--- config.mk ---
export PLATFORM = sky130hd
export DESIGN_NAME = load_store_queue
export DESIGN_NICKNAME = d
export VERILOG_FILES = /design/src/rtl/load_store_queue.sv
export SDC_FILE = /design/constraint.sdc
export NUM_CORES = 1
export LEC_CHECK = 0
export CAP_MARGIN = 10
export CORE_MARGIN = 2
export CORE_UTILIZATION = 48
export CTS_CLUSTER_DIAMETER = 60
export CTS_CLUSTER_SIZE = 20
export DETAILED_ROUTE_END_ITERATION = 8
export PLACE_DENSITY = 0.78
export SYNTH_ARGS = -nofsm -noshare
export SYNTH_HDL_FRONTEND = slang
export SYNTH_SLANG_ARGS = --single-unit
--- constraint.sdc ---
create_clock -name clock -period 2.4 [get_ports clock]
set_input_delay 0.24 -clock clock [delete_from_list [all_inputs] [get_ports clock]]
set_output_delay 0.24 -clock clock [all_outputs]
set_load 0.02 [all_outputs]
--- src/rtl/load_store_queue.sv ---
`default_nettype none
// ============================================================================
// Module      : load_store_queue
// Description : In-order load/store buffer in front of the Tomasulo memory
//               unit. Holds memory instructions until their address and
//               store-data operands are resolved (snooping the CDB), then
//               dispatches them one per cycle, in program order, as a
//               one-cycle key_mem pulse carrying a 43-bit instruction word.
// Revision    : 1.0 - initial release
// ----------------------------------------------------------------------------
// Ports
//   clock           rising-edge clock
//   reset_n         asynchronous active-low reset
//   flush           synchronous clear of every entry (mis-speculation)
//   issue_valid     issue stage presents an entry
//   issue_ready     queue can accept (count < DEPTH)
//   issue_store     1 = store, 0 = load
//   issue_tag       station tag returned with load results
//   issue_reg       load destination register
//   issue_addr_rdy  address operand is a value, else a pending tag in [2:0]
//   issue_addr      address value or producer tag
//   issue_data_rdy  store-data operand is a value (ignored for loads)
//   issue_data      store data value or producer tag
//   cdb_valid       CDB broadcast this cycle
//   cdb_tag         producer tag on the CDB
//   cdb_value       broadcast value
//   key_mem         registered one-cycle dispatch strobe
//   instruction     registered dispatch word (zero when key_mem is low)
//   count           number of occupied entries
// ============================================================================
module load_store_queue #(
  parameter int DEPTH = 4
) (
  input  logic                      clock,
  input  logic                      reset_n,
  input  logic                      flush,
  input  logic                      issue_valid,
  output logic                      issue_ready,
  input  logic                      issue_store,
  input  logic [2:0]                issue_tag,
  input  logic [3:0]                issue_reg,
  input  logic                      issue_addr_rdy,
  input  logic [15:0]               issue_addr,
  input  logic                      issue_data_rdy,
  input  logic [15:0]               issue_data,
  input  logic                      cdb_valid,
  input  logic [2:0]                cdb_tag,
  input  logic [15:0]               cdb_value,
  output logic                      key_mem,
  output logic [42:0]               instruction,
  output logic [$clog2(DEPTH):0]    count
);

  localparam int PTR_W = $clog2(DEPTH);
  localparam int CNT_W = PTR_W + 1;

  // --------------------------------------------------------------------------
  // Entry storage
  // --------------------------------------------------------------------------
  logic [PTR_W-1:0] head;
  logic [PTR_W-1:0] tail;

  logic [DEPTH-1:0] ent_valid;
  logic [DEPTH-1:0] ent_store;
  logic [DEPTH-1:0] ent_addr_rdy;
  logic [DEPTH-1:0] ent_data_rdy;
  logic [2:0]       ent_tag  [DEPTH];
  logic [3:0]       ent_reg  [DEPTH];
  logic [15:0]      ent_addr [DEPTH];
  logic [15:0]      ent_data [DEPTH];

  // --------------------------------------------------------------------------
  // Control
  // --------------------------------------------------------------------------
  logic        do_push;
  logic        do_pop;
  logic [42:0] head_word;

  // issue_ready comes only from registered count; a same-cycle pop does not
  // open a slot for a push into a full queue.
  assign issue_ready = (count < CNT_W'(DEPTH));
  assign do_push     = issue_valid && issue_ready;

  // Dispatch looks at head operand state as registered at the previous edge,
  // so a CDB match on the head becomes usable one cycle later.
  assign do_pop = (count != '0) && ent_addr_rdy[head] && ent_data_rdy[head];

  // Dispatch word: {tag, 1, store, 2'b00, reg, hi16, lo16}.
  // Stores carry address in the high half and data in the low half; loads
  // carry zero in the high half and the address in the low half.
  always_comb begin
    head_word = {ent_tag[head], 1'b1, ent_store[head], 2'b00, ent_reg[head],
                 (ent_store[head] ? ent_addr[head] : 16'h0000),
                 (ent_store[head] ? ent_data[head] : ent_addr[head])};
  end

  // --------------------------------------------------------------------------
  // Incoming entry, with same-cycle CDB bypass on pending operands
  // --------------------------------------------------------------------------
  logic        push_addr_hit;
  logic        push_data_hit;
  logic        push_addr_rdy;
  logic        push_data_rdy;
  logic [15:0] push_addr;
  logic [15:0] push_data;

  always_comb begin
    push_addr_hit = cdb_valid && !issue_addr_rdy && (issue_addr[2:0] == cdb_tag);
    // Loads have no data operand, so their data field never waits.
    push_data_hit = cdb_valid && issue_store && !issue_data_rdy &&
                    (issue_data[2:0] == cdb_tag);
    push_addr_rdy = issue_addr_rdy || push_addr_hit;
    push_data_rdy = !issue_store || issue_data_rdy || push_data_hit;
    push_addr     = push_addr_hit ? cdb_value : issue_addr;
    push_data     = push_data_hit ? cdb_value : issue_data;
  end

  // --------------------------------------------------------------------------
  // Per-entry CDB snoop hits
  // --------------------------------------------------------------------------
  logic [DEPTH-1:0] addr_hit;
  logic [DEPTH-1:0] data_hit;

  always_comb begin
    addr_hit = '0;
    data_hit = '0;
    for (int i = 0; i < DEPTH; i++) begin
      addr_hit[i] = cdb_valid && ent_valid[i] && !ent_addr_rdy[i] &&
                    (ent_addr[i][2:0] == cdb_tag);
      data_hit[i] = cdb_valid && ent_valid[i] && !ent_data_rdy[i] &&
                    (ent_data[i][2:0] == cdb_tag);
    end
  end

  // --------------------------------------------------------------------------
  // Occupancy update
  // --------------------------------------------------------------------------
  logic [CNT_W-1:0] count_next;

  always_comb begin
    count_next = count;
    case ({do_push, do_pop})
      2'b10:   count_next = count + CNT_W'(1);
      2'b01:   count_next = count - CNT_W'(1);
      default: count_next = count;
    endcase
  end

  // --------------------------------------------------------------------------
  // Pointers, count and dispatch outputs
  // --------------------------------------------------------------------------
  always_ff @(posedge clock or negedge reset_n) begin
    if (!reset_n) begin
      head        <= '0;
      tail        <= '0;
      count       <= '0;
      key_mem     <= 1'b0;
      instruction <= '0;
    end else if (flush) begin
      head        <= '0;
      tail        <= '0;
      count       <= '0;
      key_mem     <= 1'b0;
      instruction <= '0;
    end else begin
      count <= count_next;
      if (do_push) begin
        tail <= tail + PTR_W'(1);
      end
      if (do_pop) begin
        head        <= head + PTR_W'(1);
        key_mem     <= 1'b1;
        instruction <= head_word;
      end else begin
        key_mem     <= 1'b0;
        instruction <= '0;
      end
    end
  end

  // --------------------------------------------------------------------------
  // Entry array: push write, pop invalidate, CDB snoop
  // --------------------------------------------------------------------------
  // While count < DEPTH and count != 0 head and tail differ, and when the
  // queue is empty there is no pop, so the push slot never collides with the
  // popped slot.
  always_ff @(posedge clock or negedge reset_n) begin
    if (!reset_n) begin
      ent_valid    <= '0;
      ent_store    <= '0;
      ent_addr_rdy <= '0;
      ent_data_rdy <= '0;
      for (int i = 0; i < DEPTH; i++) begin
        ent_tag[i]  <= '0;
        ent_reg[i]  <= '0;
        ent_addr[i] <= '0;
        ent_data[i] <= '0;
      end
    end else if (flush) begin
      ent_valid    <= '0;
      ent_addr_rdy <= '0;
      ent_data_rdy <= '0;
    end else begin
      for (int i = 0; i < DEPTH; i++) begin
        if (do_push && (PTR_W'(i) == tail)) begin
          ent_valid[i]    <= 1'b1;
          ent_store[i]    <= issue_store;
          ent_tag[i]      <= issue_tag;
          ent_reg[i]      <= issue_reg;
          ent_addr_rdy[i] <= push_addr_rdy;
          ent_addr[i]     <= push_addr;
          ent_data_rdy[i] <= push_data_rdy;
          ent_data[i]     <= push_data;
        end else begin
          if (addr_hit[i]) begin
            ent_addr_rdy[i] <= 1'b1;
            ent_addr[i]     <= cdb_value;
          end
          if (data_hit[i]) begin
            ent_data_rdy[i] <= 1'b1;
            ent_data[i]     <= cdb_value;
          end
          if (do_pop && (PTR_W'(i) == head)) begin
            ent_valid[i]    <= 1'b0;
            ent_addr_rdy[i] <= 1'b0;
            ent_data_rdy[i] <= 1'b0;
          end
        end
      end
    end
  end

endmodule
`default_nettype wire
Word level (Yosys, flattened, before mapping). Index checks and enable logic that the tools add are counted.

Register bits: 223.

Add/subtract/negate cells: 4. Order comparisons: 3. Equality and inequality tests: 18. Mux-type cells: 83. Bitwise logic cells: 2. Reductions and logical operators: 88.

Operators with widths (count): 16-bit 2-to-1 mux (24); 43-bit 2-to-1 mux (2); 16-bit binary-select mux with 2-bit select (2); 1-bit 2-to-1 mux (37); 1-bit logical AND (36); 4-bit nonzero test (8); 3-bit == test (10); 2-bit AND reduction (12); 4-bit 2-to-1 mux (5); 2-bit nonzero test (10); 3-bit nonzero test (6); 1-bit zero test (11); 3-bit 2-to-1 mux (3); 4-bit binary-select mux with 2-bit select (1); 2-bit == test (first input constant) (4); 2-bit 2-to-1 mux (4); 1-bit binary-select mux with 2-bit select (3); 3-bit binary-select mux with 2-bit select (1); 3-bit one-hot mux with 2 select lines (1); 2-bit by 1-bit adder with 2-bit output (second input constant) (2); 1-bit by 2-bit == test with 1-bit output (first input constant) (2); 2-bit zero test (2); 3-bit by 1-bit adder with 3-bit output (second input constant) (1); 3-bit greater-or-equal comparator (second input constant) (1); 8 further kinds (10).

Longest topological paths before layout.
Depth after elaboration: 8. Depth in mapped cells: 8. Gate-level depth less buffers: 7.

Least setup slack after synthesis. OpenSTA, ideal clock, no wires.

Kind: reg-to-reg. Start point: register head[1]. End point: register count[1]. Arrival: 2.288 ns. Required time: 2.261 ns. Slack: -0.027 ns. Stages on the path, launching flop included: 9. Clock period less this slack: 2.427 ns. Cells stage by stage: dfrtp_1 -> buf_4 -> inv_1 -> mux4_2 -> nor3_1 -> fa_1 -> nor3b_1 -> a21oi_1 -> o211ai_1.

Longest elaborated chain between the ends: 7.

Ends and longest elaborated chain: from (decl) (line 60) `logic [PTR_W-1:0] head;`; from (signal assigned) (line 171) `head <= head + PTR_W'(1);`; 1-bit binary-select mux with 2-bit select (line 86) `assign do_pop = (count != '0) && ent_addr_rdy[head] && ent_data_rdy[head];`; 1-bit 2-to-1 mux (implied by the code) (line 86); 1-bit logical AND (line 86); 1-bit logical AND (*) (line 86); 2-bit by 1-bit == test with 1-bit output or 2-bit == test (tied branches) (line 142) `case ({do_push, do_pop})`; 3-bit one-hot mux with 2 select lines (line 142); 3-bit 2-to-1 mux (line 159) `end else if (flush) begin`; to (signal assigned) (line 166) `count <= count_next;`; to (decl) (line 51) `output logic [$clog2(DEPTH):0] count`.

Mark *: on every way between the ends. The rest lies on a longest branch, timed or not. The select of a mux whose other input is x is not followed. A chain may end at the register's enable or synchronous reset.

Worst setup path in the final report. Same ends and word-level chain as after synthesis.

==> results by group <==
Outcome
  – Status: completed

Pwr
  – Pleak: 0.00569 uW
  – Worst vdd ir: 0.547 mV
  – Power per Cell Area: roughly 800 nW/um^2
  – Total power: 11100 uW

Yosys
  – Synth Flop Type: dfrtp_1
  – Mux contribution to synthesized area: a little over a fifth
  – Post-Synth XOR/XNOR Area: 2.70%
  – Synth Area in Adders: under 10%
  – Sequential area share after synthesis: around half
  – Mapped Area: between 10000 and 15000 um^2
  – Yosys warning count: 0
  – Gate Count Post-Synth: ~1000
  – Synth async-reset ratio: 100%
  – Largest family of logic cells by synthesized area: multiplexers
  – Synth cell types: 50
  – Yosys reg bits: between 200 and 250
  – Syn Area/Cell: about 11 um^2
  – Post-Synth Simple-Gate Area: roughly 13%
  – Post-synth EDFFs: 0
  – Compound-Gate Fraction of Synth Area: about a tenth

Final layout
  – Most frequent cells in the layout: dfrtp_1, clkdlybuf4s50_1, nand2_1
  – Final cell area excluding filler cells: around 14000 um^2
  – Final Net Count: roughly 1200
  – Layout cells sized above 1: a little under a quarter
  – Area grow syn2layout: 23.6%
  – Area of the multi-input gates: about 5400 um^2
  – Most common cell after layout, fill and taps aside: dfrtp_1
  – Biggest regs: ent_addr x64, ent_data x64, instruction x41
  – Ant. Diodes: 0
  – Sequential Area: 5510 um^2
  – Fillers: ~1800

Die
  – Die X-Extent: 157 um
  – Starting density of the core: around half
  – Die H: 157 um
  – # IOs: roughly 110
  – Core area: roughly 23000 um^2
  – Row cnt: 55
  – Die ar.: ~25000 um^2

Drt
  – Initial DRC Count: around 700
  – DRT Wirelength: 30500 um
  – Antenna Nets Post-Route: 0
  – 1st-pass router iterations: 5
  – Vias: roughly 8600
  – Vias per Instance: 5.97
  – Remaining DRCs: 0
  – Avg WL per Cell: 21.2 um

STA
  – Final Hold Viols: 0
  – Setup violations, final: 0
  – Minimum hold slack: roughly 330 ps
  – Measured slew at the worst slew-check pin: about 730 ps
  – Max-slew violation count: 0
  – Slew margin rel.: between 50% and 60%
  – FMAX: around 450 MHz
  – Min Tclk post-route: between 2000 and 2500 ps
  – Clk_skew: approximately 16 ps
  – Final Cycle Share: between 90% and 100%
  – Setup tns final: 0 ps
  – RSZ-0062 raised after global routing: no

Critical path
  – Crit path max-delay cell type: mux4_2
  – Buffers and inverters on the worst path: 1
  – Crit path max fanout: 2
  – Crit Path Class: reg -> reg
  – FF-to-FF setup slack: 170 ps
  – Kind of cell adding the most delay to the critical path: multiplexers
  – Setup crit end kind: register
  – CP Launch Type: register
  – CP required: 2760 ps
  – Biggest cell delay along the critical path: 530 ps
  – R2r startpoint: head[1]
  – R2r endpoint: count[1]
  – FF-to-FF path depth: 7
  – Cell chain of the critical path: inv_1, mux4_2, nor3_2, fa_1, nor3b_1, a21oi_1, o211ai_1
  – Worst EP arrival: between 2000 and 3000 ps

GRT
  – GRT Total Usage: between 20% and 30%
  – Remaining global-route overflow: 0
  – Largest net degree at the start of global routing: 86
  – First-pass GRT wire length: 48600 um
  – Antenna violations before repair: 1
  – Number of global-route vias before repair: around 8700

Clock tree
  – CTS clk-pin slew, worst paths: around 70 ps
  – # clock sinks: 220
  – Worst-Skew Late Latency: approximately 500 ps
  – TritonCTS clock tree: yes
  – Max Buffers Root-to-Sink: 3
  – H-tree depth: 1
  – CTS Root Buffer Type: clkbuf_16
  – PostCTS Resize Cnt: 0
  – CTS buffer count: 18

Placement
  – GP Congestion: 0.904
  – IO Port Bufs: roughly 110
  – Placed cell areas: about 13000 um^2
  – Post-DP HPWL: around 21000 um

Flow run
  – Max-Cap Viols: 0

Min path
  – Worst Hold Class: in -> async
Yosys cell counts, drive strengths merged (7+ instances only):
library cell | number | area share (%)
dfrtp | 220 | 49
nand2 | 109 | 3.6
mux2i | 80 | 7.1
nor2 | 73 | 2.6
mux2 | 57 | 5.7
clkbuf | 48 | 1.6
a21oi | 42 | 1.9
mux4 | 42 | 8.4
o21ai | 37 | 1.7
buf | 32 | 1.6
o221a | 32 | 3.2
and2 | 23 | 1.3
xor2 | 21 | 1.6
nand2b | 18 | 1.0
or3 | 18 | 1.0
a31oi | 17 | 0.95
o22ai | 16 | 0.89
xnor2 | 11 | 0.86
nor2b | 10 | 0.56
ha | 8 | 0.89
inv | 7 | 0.23
worst max-delay path by stage:
| stage | cells after the start | to | startpoint |
|---|---|---|---|
| after CTS | 5 | ent_data[4] | count[2] |
| after global placement | 7 | ent_data[13] | cdb_tag[1] |
| final | 7 | count[1] | head[1] |
| after detailed placement | 7 | ent_data[4] | cdb_tag[2] |
| after global routing | 7 | count[1] | ent_addr_rdy[0] |
| after floorplan | 8 | count[1] | head[1] |
cell type report:
class / instances / share of cell area (%)
flip-flops and latches: 220 / 39.7
repair buffers: 195 / 14.3
clock buffers: 20 / 3.46
inverters: 7 / 0.189
well taps: 313 / 2.82
clock inverters: 9 / 0.893
multi-input cells: 673 / 38.6
stage by stage:
| step | setup WS [ps] | util, % | std cells |
|---|---|---|---|
| finish | 174 | 60.9 | 1437 |
| global route | 45.7 | 60.9 | 1437 |
| CTS | 112 | 60.8 | 1436 |
| detailed placement | -354 | 58.1 | 1406 |
| global placement | -226 | 58.1 | 1406 |
| floorplan | 7.53 | - | 980 |
per-layer routing:
| metal | vias up | wire length (um) | global-route usage, % |
|---|---|---|---|
| met1 | 4355 | 12400 | 34.7 |
| met4 | 2 | 908 | 8.43 |
| met5 | - | 11 | 0 |
| met2 | 384 | 14500 | 41.3 |
| met3 | 61 | 2730 | 4.93 |
| li1 | 3782 | - | - |
timing repair:
| item | CTS | global route |
|---|---|---|
| hold buffers | 1 | 0 |
| buffers inserted | 0 | 0 |
| hold endpoints to repair | 78 | 0 |
where the power goes:
part | switching, uW | leakage (uW) | internal [uW] | total, uW
clock | 1480 | 0.000289 | 1610 | 3090
combinational | 1130 | 0.00262 | 1480 | 2620
sequential | 685 | 0.00278 | 4730 | 5410
total | 3300 | 0.00569 | 7820 | 11100
kinds of logic after synthesis:
kind of cell / after synthesis
AND/OR/NAND/NOR: 290
flip-flops: 220
multiplexers: 179
AO/OA/AOI/OAI: 160
buffers and inverters: 87
XOR/XNOR: 33
adder cells (fa/ha/maj): 9
other: 1
Power figures use the tool's default switching activity.
